===== src/rtl/hit_ts_capture.sv =====
// Per-layer hit receiver: timestamps each hit_dv sample and queues {ts, layer, hit} in a FWFT FIFO.
// Optional build macro HIT_ZERO_FILTER_EN discards all-zero payloads before the FIFO.
module hit_ts_capture #(
  parameter int unsigned DEPTH     = 16,
  parameter int unsigned TS_OFFSET = 1
) (
  input  logic                     clk,
  input  logic                     rst,
  input  logic                     en,
  input  logic                     ts_clr,
  input  logic [5:0]               layer,
  input  logic                     hit_dv,
  input  logic [23:0]              hit_data,
  output logic                     rd_valid,
  input  logic                     rd_ready,
  output logic [31:0]              rd_ts,
  output logic [2:0]               rd_layer,
  output logic [23:0]              rd_hit,
  output logic [$clog2(DEPTH):0]   fifo_count,
  output logic                     overflow,
  input  logic                     ovf_clr,
  output logic [15:0]              drop_cnt
);

  localparam int unsigned AW       = $clog2(DEPTH);
  localparam int unsigned RW       = 32 + 3 + 24;
  localparam logic [AW:0] FULL_CNT = (AW+1)'(DEPTH);

  typedef enum logic {S_EMPTY, S_HAVE} state_t;

  state_t         state;
  logic [31:0]    ts_cnt;
  logic [RW-1:0]  mem [DEPTH];
  logic [AW-1:0]  wr_ptr;
  logic [AW-1:0]  rd_ptr;
  logic [AW-1:0]  rd_ptr_nxt;
  logic [AW:0]    count_nxt;
  logic [2:0]     layer_enc;
  logic           hit_in;
  logic           pop;
  logic           wr_ok;
  logic           drop;
  logic           load_head;
  logic [RW-1:0]  wr_rec;
  logic [RW-1:0]  head_nxt;

  // Descending scan so the lowest set bit is the last one to assign.
  always_comb begin
    layer_enc = '0;
    for (int unsigned i = 6; i > 0; i--) begin
      if (layer[i-1]) layer_enc = 3'(i - 1);
    end
  end

  always_comb begin
`ifdef HIT_ZERO_FILTER_EN
    hit_in = hit_dv && (hit_data != '0);
`else
    hit_in = hit_dv;
`endif
  end

  always_comb begin
    pop        = rd_valid && rd_ready;
    wr_ok      = hit_in && ((fifo_count != FULL_CNT) || pop);
    drop       = hit_in && !wr_ok;
    wr_rec     = {ts_cnt - TS_OFFSET, layer_enc, hit_data};
    rd_ptr_nxt = rd_ptr + AW'(pop);
    count_nxt  = fifo_count + (AW+1)'(wr_ok) - (AW+1)'(pop);
    // Output registers mirror the head; when the queue drains to just the
    // incoming record, it bypasses memory straight into the output stage.
    load_head  = (pop || !rd_valid) && (count_nxt != '0);
    if (fifo_count == (AW+1)'(pop)) head_nxt = wr_rec;
    else                            head_nxt = mem[rd_ptr_nxt];
  end

  always_ff @(posedge clk) begin
    if (wr_ok) mem[wr_ptr] <= wr_rec;
  end

  always_ff @(posedge clk or posedge rst) begin
    if (rst) begin
      ts_cnt <= '0;
    end else if (ts_clr) begin
      ts_cnt <= '0;
    end else if (en) begin
      ts_cnt <= ts_cnt + 32'd1;
    end
  end

  always_ff @(posedge clk or posedge rst) begin
    if (rst) begin
      wr_ptr     <= '0;
      rd_ptr     <= '0;
      fifo_count <= '0;
    end else begin
      if (wr_ok) wr_ptr <= wr_ptr + AW'(1);
      rd_ptr     <= rd_ptr_nxt;
      fifo_count <= count_nxt;
    end
  end

  always_ff @(posedge clk or posedge rst) begin
    if (rst) begin
      state    <= S_EMPTY;
      rd_valid <= 1'b0;
      rd_ts    <= '0;
      rd_layer <= '0;
      rd_hit   <= '0;
    end else begin
      case (state)
        S_EMPTY: begin
          if (wr_ok) begin
            state    <= S_HAVE;
            rd_valid <= 1'b1;
          end
        end
        S_HAVE: begin
          if (pop && (fifo_count == (AW+1)'(1)) && !wr_ok) begin
            state    <= S_EMPTY;
            rd_valid <= 1'b0;
          end
        end
        default: begin
          state    <= S_EMPTY;
          rd_valid <= 1'b0;
        end
      endcase
      if (load_head) {rd_ts, rd_layer, rd_hit} <= head_nxt;
    end
  end

  always_ff @(posedge clk or posedge rst) begin
    if (rst) begin
      overflow <= 1'b0;
      drop_cnt <= '0;
    end else if (ovf_clr) begin
      overflow <= 1'b0;
      drop_cnt <= '0;
    end else if (drop) begin
      overflow <= 1'b1;
      if (drop_cnt != '1) drop_cnt <= drop_cnt + 16'd1;
    end
  end

endmodule


===== config.mk =====
export PLATFORM = sky130hd
export DESIGN_NAME = hit_ts_capture
export DESIGN_NICKNAME = d
export VERILOG_FILES = /design/src/rtl/hit_ts_capture.sv
export SDC_FILE = /design/constraint.sdc
export NUM_CORES = 1
export LEC_CHECK = 0
export CAP_MARGIN = 10
export CORE_MARGIN = 4
export CORE_UTILIZATION = 50
export DETAILED_ROUTE_END_ITERATION = 6
export GPL_ROUTABILITY_DRIVEN = 0
export PLACE_DENSITY = 0.67
export SLEW_MARGIN = 20
export SYNTH_ARGS = -nofsm -noshare
export SYNTH_HDL_FRONTEND = slang
export SYNTH_SLANG_ARGS = --single-unit

===== constraint.sdc =====
create_clock -name clk -period 18.1 [get_ports clk]
set_input_delay 1.81 -clock clk [delete_from_list [all_inputs] [get_ports clk]]
set_output_delay 1.81 -clock clk [all_outputs]
set_load 0.1 [all_outputs]

# Yosys cells after proc, flatten, opt, wreduce, memory -nomap -nowiden
# Memories as Yosys holds them, arrays and structs flattened.
# Cells that the tools add are included.
# Widths: inputs -> output; s select.
dict set report word_totals {
  regBits 123
  ram_bits 944
  inputBits 37
  out_inout_bits 82
  word_cells 63
  mem_count 1
}
# memory words width rd rd_ports_with_merged_regs write_ports line
set mem_list {}
lappend mem_list {mem 16 59 1 0 1 33} ;# logic [RW-1:0] mem [DEPTH];
dict set report op_classes {
  add_sub_neg 7
  eq_ne 6
  muxes 21
  bitwise 1
  reduce_logical 16
}
# op n
set ops {}
lappend ops {{$mux 32} 2}
lappend ops {{$mux 59} 1}
lappend ops {{$mux 16} 3}
lappend ops {{$add 32x1->32 const B} 1}
lappend ops {{$sub 32x1->32 const B} 1}
lappend ops {{$mux 3} 6}
lappend ops {{$add 16x1->16 const B} 1}
lappend ops {{$ne 16x16->1 const B} 1}
lappend ops {{$mux 1} 7}
lappend ops {{$logic_and 1x1->1} 6}
lappend ops {{$reduce_bool 2->1} 3}
lappend ops {{$add 5x1->5} 1}
lappend ops {{$eq 5x1->1} 1}
lappend ops {{$eq 5x1->1 const B} 1}
lappend ops {{$ne 5x5->1 const B} 1}
lappend ops {{$reduce_bool 5->1} 1}
lappend ops {{$sub 5x1->5} 1}
lappend ops {{$add 4x1->4} 1}
lappend ops {{$add 4x1->4 const B} 1}
lappend ops {{$pmux 1 s2} 2}
lappend ops {{$reduce_and 2->1} 2}
lappend ops {{$logic_not 1->1} 2}
lappend ops {{$logic_or 1x1->1} 2}
lappend ops {{$ne 2x1->1 const B} 1}
lappend ops {{other kinds (2)} 2}

# Depth between registers and ports, before layout
dict set report logic_depth {
  depth_word 7
  ltp_mapped 17
  mapped_depth_nobuf 15
}

# Worst setup path after synthesis
# No wires, ideal clock.
dict set report synth_timing {
  path_type {input-to-reg}
  from {input port rd_ready}
  to {memory mem[3][0] (netlist bit), enable pin}
  setup_ns 0.548
  arrival_ns 6.587
  required_time_ns 17.552
  setup_slack_ns 10.964
  cell_stages 6
  path_buffers 1
  cell_sequence {nand2_1 -> nand3_1 -> and2_1 -> clkbuf_1 -> nand2_1 -> nor3_1}
}
dict set report synth_via {
  elab_chain_cells 5
}
# item line
set synth_rtl {}
lappend synth_rtl {{start, declared} 15} ;# input logic rd_ready,
lappend synth_rtl {{$logic_and 1x1->1} 64} ;# pop = rd_valid && rd_ready;
lappend synth_rtl {{$logic_or 1x1->1} 65} ;# wr_ok = hit_in && ((fifo_count != FULL_CNT) || pop);
lappend synth_rtl {{$logic_and 1x1->1} 65}
lappend synth_rtl {{$mux 1} 78} ;# if (wr_ok) mem[wr_ptr] <= wr_rec;
lappend synth_rtl {{$mux 1 (not written as such)} 78}
lappend synth_rtl {{end, declared} 33}
# Every way passes these cells.

# Worst setup path after layout
dict set report layout_timing {
  from {input port rd_ready}
  to {register rd_ts[5]}
}
dict set report layout_via {
  word_cells_on_any_way 12
  classes_between {add/sub (3); eq/ne (1); mux (1); reduce/logical (6); memory (1)}
}
# item line
set layout_lines {}
lappend layout_lines {{$logic_and 1x1->1} 64}
lappend layout_lines {{$add 4x1->4} 68} ;# rd_ptr_nxt = rd_ptr + AW'(pop);
lappend layout_lines {{via rd_ptr_nxt[0]} 36} ;# logic [AW-1:0] rd_ptr_nxt;
lappend layout_lines {{$mem_v2 16x59} --}
lappend layout_lines {{$mux 59} 73} ;# if (fifo_count == (AW+1)'(pop)) head_nxt = wr_rec;
lappend layout_lines {{end signal, assigned} 129} ;# if (load_head) {rd_ts, rd_layer, rd_hit} <= head_nxt;
lappend layout_lines {{end, declared} 16} ;# output logic [31:0] rd_ts,
# The timed path passes the listed nets, and every way through them passes these cells.
# A chain may end at the register's enable or synchronous reset.

==> flow_summary.yaml <==
status:
  status: "complete, no violations"
layout:
  layout_common_cells: "edfxtp_1 (944), mux4_2 (250), nand2_1 (225)"
  antenna_cells: 0
  fill_cells: 6064
  fin_area_sq_mm: 0.0485
  drive_above_1_share_pct: 20.5
  final_common_cell: "edfxtp_1"
  areaGrowthSynthToFinish_pct: 15.0
  nNetsFinal: 2507
  fin_util_pct: 58.0
clock_network:
  post_cts_buffers: 0
  clock_sinks: 1067
  cts.path.max_buffers: 3
  cts_root_buf: "clkbuf_16"
  cts_tree: "built"
  insertion_delay_ps: 670
  cts_resized: 0
  cts_buffers: 106
  htree_levels: 3
  ctsHoldBuffers: 0
  clk_pin_slew_worst_paths_ps: 60
logic_synthesis:
  synth_nets: 2371
  synth_area_sq_mm: 0.0421
  synth_edf_count: 944
  syn_inst: 2319
  synth_seq_cells: 1067
  yosysWarningCount: 0
  yosys.cell_types.count: 49
  ys_async_sr_fraction_pct: 11.5
  syn_area_per_cell_sq_um: 18.2
  synth-main-ff-cell: "edfxtp_1"
  ys_seq_area_share_pct: 74.6
min_path:
  holdPathStages: 2
  hold_path.class: "register to register"
critical_path:
  startpoint_type: "input port"
  cp_num_cells: 10
  crit_path_end_kind: "register"
  cp_max_fo: 52
  r2r_slack_ps: 13740
  critPathBufInv: 4
  path_cells: "clkdlybuf4s50_1, nand2_1, inv_1, ha_4, buf_6, buf_4, mux4_2, mux4_2, nor2_1, o21ai_0"
  critical_path_class: "input port to register"
  cp_slowest_cell: "buf_4"
  critical-path-max-stage-delay_ps: 840
  reg2reg_depth: 9
  cp_data_required_time_ps: 18610
  worstPathArrival_ps: 6150
  cpMostUsedCell: "mux4_2"
  crit_family: "buffers and inverters"
timing:
  period_needed_ps: 5640
  slew_headroom_pct: 22.4
  hold_viol_final: 0
  fmax_mhz: 177
  fin_crit_sh_pct: 31.2
  tns_ps: 0
  rsz0062_at_grt: "false"
  maxSlewViolCount: 0
  whs_ps: 495
  finalSetupViolations: 0
  finClkSkew_ps: 32.1
  worstMarginPinSlew_ps: 1160
grt:
  grt_pass1_wl_microns: 150000
  grt_max_degree: 181
  grt.met3_usage_pct: 3.57
  antenna_found_initial: 2
  use_met1_pct: 31.7
  grt.busiest_layer: "met2"
  grt_pass1_vias: 22900
  grt_usage_pct: 22.6
  grt_util_met2_pct: 37.9
  grt_overflow: 0
flow_run:
  cap_violations: 0
pwr:
  leakage_uw: 0.0161
  p_total_uw: 8920
  p_per_area_mw_per_mm2: 184
  vdd_drop_max_v: 0.000298
floorplanning:
  initial_core_util_pct: 50.4
  io_pins: 119
  die_w_microns: 298
  core_area_sq_mm: 0.0836
  die_area_sq_mm: 0.0890
  fp.dieH_microns: 298
  fp-row-count: 106
placement:
  place_area_sq_mm: 0.0447
  dp_hpwl_microns: 48100
  portBuffers: 118
routing:
  post_drt_wl_per_cell_microns: 27.5
  vias: 22000
  drc: 0
  drt-initial-drc-count: 2368
  drt_first_pass_iters: 5
  wl_microns: 99800
  via_per_inst: 6.07
  antenna_left: 0
==> cells by family after synthesis <==
kind of cell             after synthesis  synth area share [%]
flip-flops                          1067                  74.6
AO/OA/AOI/OAI                        164                  2.09
buffers and inverters                156                  1.52
adder cells (fa/ha/maj)               15                 0.463
XOR/XNOR                              79                  1.64
multiplexers                         254                  13.5
AND/OR/NAND/NOR                      584                  6.26
==> metrics by stage <==
step,setup WS (ps),cells
2_1_floorplan,10960,2319
3_3_place_gp,11520,3427
3_5_place_dp,11440,3427
4_1_cts,12110,3629
5_1_grt,12030,3629
6_report,12460,3629
==> sequential cells by signal, summed over array words and instances, names as in the netlist, 3 cells and up <==
signal	count
wr_ptr	4
rd_hit	24
drop_cnt	16
mem	944
rd_ptr	4
ts_cnt	32
rd_ts	32
fifo_count	5
rd_layer	3
==> per-layer routing <==
| layer | share of wire [%] | up-vias |
|---|---|---|
| met2 | 50 | 865 |
| met4 | 2.3 | 4 |
| met1 | 40 | 11600 |
| met5 | 0.026 | - |
| li1 | - | 9347 |
| met3 | 7.3 | 165 |
==> power by group <==
group          leakage (uW)  switching, uW  total, uW  internal [uW]
combinational       0.00433           2180       3510           1330
clock               0.00178            918       2240           1320
sequential           0.0100            129       3180           3050
==> tightest hold or removal path: stages, from the launching register on <==
cell and delay (ps):
dfrtp_1 350, nand2_1 50, o21ai_1 60
==> path summary, 6_finish.rpt <==
kind	from	end
max in group asynchronous	rst	ts_cnt[4]
worst max-delay path	rd_ready	rd_ts[5]
worst max register to register	rd_valid	rd_ts[5]
worst min-delay path	rd_ts[27]	rd_ts[27]
worst min register to register	rd_ts[27]	rd_ts[27]
min in group asynchronous	rst	fifo_count[3]
==> synth_stat cells (10+ instances only) <==
master | instances | share of area, %
nor2_1 | 155 | 1.4
xnor2_1 | 19 | 0.39
buf_2 | 27 | 0.32
dfrtp_1 | 123 | 7.3
a21oi_1 | 67 | 0.80
ha_1 | 14 | 0.42
xor2_1 | 60 | 1.2
mux4_2 | 250 | 13
clkbuf_1 | 77 | 0.69
o21ai_0 | 53 | 0.63
o21ai_1 | 16 | 0.19
buf_1 | 27 | 0.24
o22ai_1 | 16 | 0.24
inv_1 | 21 | 0.19
edfxtp_1 | 944 | 67
nor3_1 | 23 | 0.27
and3_1 | 10 | 0.15
nand2_1 | 226 | 2.0
nand3_1 | 98 | 1.2
or3_1 | 11 | 0.16
nand4_1 | 17 | 0.25
==> layout make-up <==
type	instances	area (sq um)	share of cell area [%]
well taps	1080	1350	2.79
inverters	22	88.8	0.183
clock inverters	54	634	1.31
flip-flops and latches	1067	31400	64.8
repair buffers	162	1530	3.16
multi-input cells	1096	10400	21.6
clock buffers	148	2990	6.17
Power figures use the tool's default switching activity.
